**config.mk**
```make
export PLATFORM = sky130hd
export DESIGN_NAME = uart_rx_param
export DESIGN_NICKNAME = d
export VERILOG_FILES = /design/src/rtl/uart_pkg.sv /design/src/rtl/uart_rx_sampler.sv /design/src/rtl/uart_rx_param.sv
export SDC_FILE = /design/constraint.sdc
export NUM_CORES = 1
export LEC_CHECK = 0
export CAP_MARGIN = 5
export CORE_ASPECT_RATIO = 2
export CORE_MARGIN = 3
export CORE_UTILIZATION = 45
export DETAILED_ROUTE_END_ITERATION = 10
export GPL_TIMING_DRIVEN = 0
export PLACE_DENSITY_LB_ADDON = 0.25
export SLEW_MARGIN = 10
export SYNTH_ARGS = -nofsm -noshare
export SYNTH_HDL_FRONTEND = slang
export SYNTH_HIERARCHICAL = 1
export SYNTH_SLANG_ARGS = --single-unit
```
**constraint.sdc**
```tcl
create_clock -name clk -period 2.6 [get_ports clk]
set_clock_uncertainty 0.05 [all_clocks]
set_input_delay 0.39 -clock clk [delete_from_list [all_inputs] [get_ports clk]]
set_output_delay 0.39 -clock clk [all_outputs]
set_load 0.005 [all_outputs]
```
**src/rtl/uart_pkg.sv**
```systemverilog
// Shared types and legal parameter ranges for the parametrised UART receiver.
package uart_pkg;

  typedef enum logic [2:0] {
    IDLE,
    START,
    DATA,
    PARITY,
    STOP1,
    STOP2
  } rx_state_t;

  typedef struct packed {
    logic parity_err;
    logic frame_err;
    logic brk;
  } rx_status_t;

  localparam int DW_MIN = 5;
  localparam int DW_MAX = 9;
  localparam int OS_MIN = 8;
  localparam int OS_MAX = 32;

  function automatic bit cfg_legal(input int dw, input int os);
    return (dw >= DW_MIN) && (dw <= DW_MAX) && (os >= OS_MIN) && (os <= OS_MAX) && (os % 2 == 0);
  endfunction

endpackage

```
**src/rtl/uart_rx_sampler.sv**
```systemverilog
// RxD synchronizer, falling-edge detect and bit decision.
// UART_RX_MAJORITY_EN selects a 3-sample vote around mid-bit; otherwise a single mid-bit sample.
module uart_rx_sampler #(
  parameter int OVERSAMPLE = 16,
  parameter int CW         = 4
) (
  input  logic          clk,
  input  logic          rst,
  input  logic          sample_en,
  input  logic          rxd,
  input  logic [CW-1:0] cnt,
  output logic          fall,
  output logic          bit_val,
  output logic          decide
);

  localparam int M = OVERSAMPLE / 2;

  logic sync1, sync2, prev;

  always_ff @(posedge clk or negedge rst) begin
    if (!rst) begin
      sync1 <= 1'b1;
      sync2 <= 1'b1;
      prev  <= 1'b1;
    end else begin
      sync1 <= rxd;
      sync2 <= sync1;
      prev  <= sync2;
    end
  end

  // Idle-high reset of prev means a line held low out of reset never starts a frame.
  assign fall = prev & ~sync2;

`ifdef UART_RX_MAJORITY_EN
  localparam logic [CW-1:0] CNT_A   = CW'(M - 1);
  localparam logic [CW-1:0] CNT_B   = CW'(M);
  localparam logic [CW-1:0] CNT_DEC = CW'(M + 1);

  logic samp_a, samp_b;

  always_ff @(posedge clk or negedge rst) begin
    if (!rst) begin
      samp_a <= 1'b1;
      samp_b <= 1'b1;
    end else if (sample_en) begin
      if (cnt == CNT_A) samp_a <= sync2;
      if (cnt == CNT_B) samp_b <= sync2;
    end
  end

  assign decide  = sample_en && (cnt == CNT_DEC);
  assign bit_val = (samp_a & samp_b) | (samp_a & sync2) | (samp_b & sync2);
`else
  localparam logic [CW-1:0] CNT_DEC = CW'(M);

  assign decide  = sample_en && (cnt == CNT_DEC);
  assign bit_val = sync2;
`endif

endmodule

```
**src/rtl/uart_rx_param.sv**
```systemverilog
// Parametrised oversampling UART receiver with valid/ready holding register.
// Bit decision style is selected by the UART_RX_MAJORITY_EN macro (see uart_rx_sampler).
module uart_rx_param
  import uart_pkg::*;
#(
  parameter int DATA_WIDTH = 8,
  parameter int OVERSAMPLE = 16
) (
  input  logic                  clk,
  input  logic                  rst,
  input  logic                  sample_en,
  input  logic                  RxD,
  input  logic                  parity_en,
  input  logic                  parity_odd,
  input  logic                  two_stop,
  output logic [DATA_WIDTH-1:0] rx_data,
  output logic                  rx_valid,
  input  logic                  rx_ready,
  output logic                  rx_parity_err,
  output logic                  rx_frame_err,
  output logic                  rx_break,
  output logic                  rx_overrun
);

  localparam int CW = $clog2(OVERSAMPLE);
  localparam int BW = $clog2(DATA_WIDTH);
  localparam logic [CW-1:0] CNT_LAST = CW'(OVERSAMPLE - 1);
  localparam logic [BW-1:0] BIT_LAST = BW'(DATA_WIDTH - 1);

  generate
    if (!cfg_legal(DATA_WIDTH, OVERSAMPLE)) begin : g_bad_cfg
      $error("uart_rx_param: DATA_WIDTH or OVERSAMPLE out of legal range");
    end
  endgenerate

  rx_state_t             state;
  logic [CW-1:0]         cnt;
  logic [BW-1:0]         bit_idx;
  logic [DATA_WIDTH-1:0] shreg;
  logic                  par_bit, stop1_bit;
  logic                  cfg_pen, cfg_odd, cfg_two;
  rx_status_t            status_reg, frame_status;
  logic                  fall, bit_val, decide;
  logic                  frame_done, stop1_now;

  uart_rx_sampler #(
    .OVERSAMPLE(OVERSAMPLE),
    .CW        (CW)
  ) u_sampler (
    .clk      (clk),
    .rst      (rst),
    .sample_en(sample_en),
    .rxd      (RxD),
    .cnt      (cnt),
    .fall     (fall),
    .bit_val  (bit_val),
    .decide   (decide)
  );

  // Single stop: the frame completes at the STOP1 decision, not at the bit end.
  assign frame_done = decide && (((state == STOP1) && !cfg_two) || (state == STOP2));
  assign stop1_now  = (state == STOP1) ? bit_val : stop1_bit;

  assign frame_status = '{
    parity_err: cfg_pen & (^shreg ^ par_bit ^ cfg_odd),
    frame_err:  ~stop1_now | ((state == STOP2) & ~bit_val),
    brk:        (shreg == '0) & ~(cfg_pen & par_bit) & ~stop1_now
  };

  always_ff @(posedge clk or negedge rst) begin
    if (!rst) begin
      state      <= IDLE;
      cnt        <= '0;
      bit_idx    <= '0;
      shreg      <= '0;
      par_bit    <= 1'b0;
      stop1_bit  <= 1'b1;
      cfg_pen    <= 1'b0;
      cfg_odd    <= 1'b0;
      cfg_two    <= 1'b0;
      status_reg <= '0;
      rx_data    <= '0;
      rx_valid   <= 1'b0;
      rx_overrun <= 1'b0;
    end else begin
      rx_overrun <= 1'b0;
      if (rx_valid && rx_ready) rx_valid <= 1'b0;

      if (frame_done) begin
        if (!rx_valid || rx_ready) begin
          rx_data    <= shreg;
          status_reg <= frame_status;
          rx_valid   <= 1'b1;
        end else begin
          rx_overrun <= 1'b1;
        end
      end

      if (state == IDLE) begin
        if (fall) begin
          state   <= START;
          cnt     <= '0;
          bit_idx <= '0;
          cfg_pen <= parity_en;
          cfg_odd <= parity_odd;
          cfg_two <= two_stop;
        end
      end else if (sample_en) begin
        cnt <= (cnt == CNT_LAST) ? '0 : cnt + 1'b1;

        if (decide) begin
          case (state)
            START:   if (bit_val) state <= IDLE;
            DATA:    shreg <= {bit_val, shreg[DATA_WIDTH-1:1]};
            PARITY:  par_bit <= bit_val;
            STOP1: begin
              stop1_bit <= bit_val;
              if (!cfg_two) state <= IDLE;
            end
            STOP2:   state <= IDLE;
            default: ;
          endcase
        end

        // Decisions never land on the wrap count, so these cannot collide with the above.
        if (cnt == CNT_LAST) begin
          case (state)
            START: state <= DATA;
            DATA: begin
              if (bit_idx == BIT_LAST) state <= cfg_pen ? PARITY : STOP1;
              else bit_idx <= bit_idx + 1'b1;
            end
            PARITY:  state <= STOP1;
            STOP1:   state <= STOP2;
            default: ;
          endcase
        end
      end
    end
  end

  assign rx_parity_err = status_reg.parity_err;
  assign rx_frame_err  = status_reg.frame_err;
  assign rx_break      = status_reg.brk;

endmodule

```
Yosys cells after proc, flatten, opt, wreduce, memory -nomap -nowiden. Index checks and enable logic that the tools add are counted.

Bits in registers: 39. Input bits: 8. Output and inout bits: 13. Word-level logic and storage cells: 91.

Reduce and logical (&&, ||, !) cells: 21. Bitwise gates (word level): 13. $add $sub $neg: 2. Muxes and demuxes: 27. Equal/unequal tests: 10.

Operators with widths (number): $mux W3 (15); $mux W4 (4); $pmux W3 S4 (1); $eq A3 B3 Y1 const B (3); $pmux W3 S3 (1); $eq A4 B4 Y1 const B (2); $logic_not A8 Y1 (1); $reduce_and A4 Y1 (2); $reduce_xor A8 Y1 (1); $and A1 B1 Y1 (6); $eq A3 B2 Y1 const B (2); $mux W1 (6); $reduce_and A2 Y1 (3); $reduce_bool A2 Y1 (3); $reduce_and A5 Y1 (1); $add A4 B1 Y4 const B (1); $logic_and A1 B1 Y1 (4); $ne A2 B2 Y1 const B (2); $not A1 Y1 (4); $add A3 B1 Y3 const B (1); $eq A3 B1 Y1 const B (1); $logic_not A3 Y1 (1); $reduce_and A3 Y1 (1); $logic_not A1 Y1 (2); 3 further kinds (5).

Longest topological paths before layout.
Word-level depth: 8. Mapped depth: 6. Mapped depth without buffers: 6.

By module. The synthesis kept the hierarchy.

Modules (own cells, without submodules): uart_rx_param (seq. area each 902.1 um2, area an instance 1755.4 um2, cells an instance 169, instances 1); uart_rx_sampler (seq. area each 78.8 um2, area an instance 101.3 um2, cells an instance 6, instances 1).

Least setup slack after synthesis. No wires, ideal clock.

Path kind: register to register. Start point: reg bit_idx[0]. End point: reg bit_idx[0]. Cell stages (with the launch flop): 6. Library setup time: 0.122 ns. Path buffers: 0. Required time: 2.428 ns. Arrival time: 1.445 ns. Setup slack: 0.983 ns. Period minus slack after synthesis: 1.617 ns. Path through: dfrtp_1 > ha_1 > ha_1 > or4b_4 > nand3_1 > o21ai_1.

Longest elaborated chain between the ends: 6. Elaborated cells on any way between the ends: 9. Classes of those cells: add/sub: 1; eq/ne: 2; mux: 5; reduce/logical: 1.

Ends and longest elaborated chain: start, declared (RTL line uart_rx_param.sv:38) `logic [BW-1:0] bit_idx;`; start signal, assigned (RTL line uart_rx_param.sv:131) `else bit_idx <= bit_idx + 1'b1;`; $add A3 B1 Y3 (RTL line uart_rx_param.sv:131); $mux W3 (RTL line uart_rx_param.sv:130) `if (bit_idx == BIT_LAST) state <= cfg_pen ? PARITY : STOP1;`; $mux W3 (RTL line uart_rx_param.sv:127) `case (state)`; $mux W3 (RTL line uart_rx_param.sv:126) `if (cnt == CNT_LAST) begin`; $mux W3 (RTL line uart_rx_param.sv:108) `end else if (sample_en) begin`; $mux W3 (RTL line uart_rx_param.sv:99) `if (state == IDLE) begin`.

Several ways; a longest one is shown, not always the timed one. The select of a mux whose other input is x is not followed. A chain may end at the register's enable or synchronous reset.

Worst setup path in the final report.
Start point: in sample_en. End point: reg status_reg, in the netlist rx_parity_err.

Longest elaborated chain between the ends: 3.

Ends and longest elaborated chain: start, declared (RTL line uart_rx_param.sv:11) `input logic sample_en,`; $logic_and A1 B1 Y1 (RTL line uart_rx_sampler.sv:58) `assign decide = sample_en && (cnt == CNT_DEC);`; net decide (RTL line uart_rx_param.sv:43) `logic fall, bit_val, decide;`; $logic_and A1 B1 Y1 (RTL line uart_rx_param.sv:61) `assign frame_done = decide && (((state == STOP1) && !cfg_two) || (state == STOP2));`; $reduce_and A2 Y1 (no source line); end signal, assigned (RTL line uart_rx_param.sv:92) `status_reg <= frame_status;`; end, declared (RTL line uart_rx_param.sv:42) `rx_status_t status_reg, frame_status;`.

The timed path passes the listed nets, and every way through them passes these cells.

==> impl.org <==
** Setup path
- Endpoint required time on the critical path :: 2.74 ns
- Setup crit start :: sample_en
- Setup crit end :: rx_parity_err
- The worst register-to-register path begins at u_sampler/prev.
- For the worst setup path, the data arrival time is 2.16 ns.
- The worst setup path is captured at a register.
- Worst r2r path cells :: 4
- Register-to-register path setup slack :: 0.78 ns
- CP Launch Type :: input pin
- Worst reg2reg path endpoint :: cnt[3]
- The worst setup path is of the input pin to register kind.
- Of all nets on the critical path, the largest fanout is 10.

** Cells and area
- The number of antenna diodes in the final layout is 0.
- Ratio of cells with drive above 1 in the final layout :: 13.30%
- In the layout the commonest cells are dfrtp_1, nand2_1, clkdlybuf4s50_1.
- From synthesis to final layout, the design area changed by 20.01%.
- Number of nets in the final layout :: 217
- Cell Count, Final, Fillers Out :: 254
- Most common library cell in the layout ignoring fill and taps :: dfrtp_1
- Summing all non-filler instances in the final layout gives an area of 2228 um^2.

** Timing
- The count of final hold-check violations was 0.
- At the pin with the least slew margin, the transition time is 0.8656 ns.
- Setup slack on the critical path of the routed design comes to 0.5834 ns.
- Shortest period the worst path allows :: 2.017 ns
- Setup repair after global routing missed its margin :: false
- The number of pins exceeding their max-slew limit in the final report is 0.
- The tightest hold path in the finished design has a slack of 0.1680 ns.
- After routing, the total negative slack on setup checks comes to 0 ns.
- Number of setup violations in the final report :: 0
- Fmax achieved :: 495.9 MHz
- Relative max-transition margin :: 42.29%
- Of the available clock period, the critical path in the final layout requires 77.56%.

** Clocking
- Clock buffers created by TritonCTS :: 5
- CTS built an H-tree with a depth of 2.
- The number of setup buffers added after CTS is 0.
- Resize count post-CTS :: 0
- Clock tree from TritonCTS :: built
- Deepest clock path buffer count :: 2
- Clock sinks :: 39
- The tree is rooted in a clkbuf_8.
- Clk pin slew, worst setup/hold paths :: 0.07 ns
- After clock tree synthesis, the flow added hold-fix buffers numbering 0.
- For the worst-skew pair, the clock arrives at the later sink with an insertion delay of 0.28 ns.

** Place
- The number of placed instances, taps included, is 246.
- Summed over all nets, the half-perimeter wirelength after detailed placement is 2878 um.
- RD Place Congestion :: 0.8208
- At the placement stage, the worst setup path has a slack of 0.2931 ns.
- Number of buffer cells added on primary ports :: 20
- Summing all placed instances gives a cell area of 2116 um^2.

** Logic synthesis
- Area contributors post-synth :: dfrtp_1, dfstp_2, nand2_1
- After synthesis, the netlist uses 39 different library cells.
- Gate count after technology mapping :: 175
- The share of the Yosys chip area taken by registers is 52.83%.
- Synthesized area per cell :: 10.61 um^2
- Number of register bits inferred by synthesis :: 39
- Count of yosys warnings during synthesis :: 6
- After synthesis, the largest area contributor takes up 47.17% of total cell area.
- Post-synthesis instance area :: 1857 um^2
- Post-Synthesis Net Count :: 190
- The largest total area in the synthesized netlist belongs to dfrtp_1.

** Route
- Initial DRC count :: 32
- Total via count in the routed design :: 1355
- After detailed routing, the number of remaining DRC violations is 0.
- Wires add up to 3679 um.
- Dividing the detail-routed wire length by the instance count gives 14.48 um.
- The pre-antenna-repair detailed-routing pass consisted of 4 iterations.
- Final ANT Viol Nets :: 0
- Post-DR vias/cell :: 5.335

** Floorplan
- Area of the core :: 3924 um^2
- Ports :: 21
- Die Y :: 96.84 um
- Row generation in the floorplan step produced 32 rows.
- Die width :: 51.42 um
- Die footprint :: 4980 um^2
- Initial standard-cell utilization of the core :: 47.32%

** Pwr
- Across the VDD grid, the largest voltage drop is 0.4974 mV.
- Dividing total power by cell area gives a power density of 736.9 nW/um^2.
- Leakage power total :: 0.0009817 uW

** Global routing
- Largest net degree at the start of global routing :: 40
- Antenna violations before repair :: 0
- Vias in the first global route :: 1418
- Global routing used 16.41% of the available tracks across all layers.
- The first global-routing pass estimated 6313 um of wire.
- After global routing the overflow that remains totals 0.

** Hold path
- Hold/Removal Path Class :: input pin to asynchronous set/reset pin

** Run
- Number of max-cap violations :: 0

** Outcome
- The flow ran to the end, and the final reports show no timing, DRC or antenna violations.
## critical path, stage by stage
cell and delay [ns]:
clkdlybuf4s50_1 0.59, nand2_1 0.10, nor4_2 0.34, o2111ai_1 0.25, buf_2 0.25, o31ai_1 0.24
## registers in the layout, summed over array words and instances (netlist names)
signal and flops:
cnt 4, rx_frame_err 1, rx_data 8, state 3
rx_parity_err 1, stop1_bit 1, u_sampler/sync1 1, shreg 8
rx_valid 1, u_sampler/prev 1, cfg_pen 1, bit_idx 3
rx_overrun 1, par_bit 1, rx_break 1, u_sampler/bit_val 1
cfg_two 1, cfg_odd 1
## metal layers
metal	routed length, um	up-vias	GRT usage, %
met2	2186	30	30.65
met5	0	-	0
li1	-	652	-
met1	1280	666	16.48
met3	120	7	3.544
met4	92	0	6.667
## synthesized netlist by cell type (all sizes together)
master and count:
o221a 1, a22o 2, nand3 7, mux2 1, buf 5, nor3 1, nor2b 2, xnor2 5
and3b 1, mux2i 9, nor3b 2, nor4 1, o2bb2ai 2, o21ai 21, nand3b 1, ha 7
or4b 1, nor4b 1, dfrtp 35, o2111ai 2, and2b 1, dfstp 4, nand2b 1, a31oi 1
xor2 1, o21a 2, nand2 25, a21oi 5, inv 16, o31ai 2, nor2 7, nand4 1
or2 1, o31a 1
## worst min path at each step
stage	from	to	slack (ns)
floorplan	rst	bit_idx[0]	0.04
global placement	u_sampler/sync1	u_sampler/bit_val	0.30
detailed placement	u_sampler/sync1	u_sampler/bit_val	0.30
CTS	rst	shreg[1]	0.19
global route	rst	shreg[1]	0.21
finish	rst	rx_parity_err	0.17
## cells by family after synthesis
family | count (synthesis) | synth area share [%]
and+or+nand+nor | 53 | 16.24
AOI/OAI and AO/OA | 39 | 12.87
adders and majority gates | 7 | 4.717
DFF | 39 | 52.83
xor gates and xnor gates | 6 | 2.830
buffers and inverters | 21 | 5.054
muxes | 10 | 5.458
## power by group
part / internal, uW / switching [uW] / total [uW]
registers: 690 / 99.5 / 790
logic: 163 / 194 / 357
clock network: 286 / 210 / 495
total: 1140 / 503 / 1640
## final cells by class
cell class / instances / area (um^2)
Tap cell: 51 / 63.81
Sequential cell: 39 / 980.9
Inverter: 16 / 60.06
Multi-Input combinational cell: 115 / 782.0
Clock inverter: 3 / 43.79
Fill cell: 371 / 1695
Clock buffer: 5 / 68.82
Buffer: 5 / 33.78
Timing Repair Buffer: 20 / 195.2
## stage by stage
stage          utilization (%)  total power [uW]
2_1_floorplan                -              1036
3_3_place_gp             54.05              1131
3_5_place_dp             53.92              1157
4_1_cts                  56.79              1653
5_1_grt                  56.79              1744
6_report                 56.79              1642
Power figures use the tool's default switching activity.
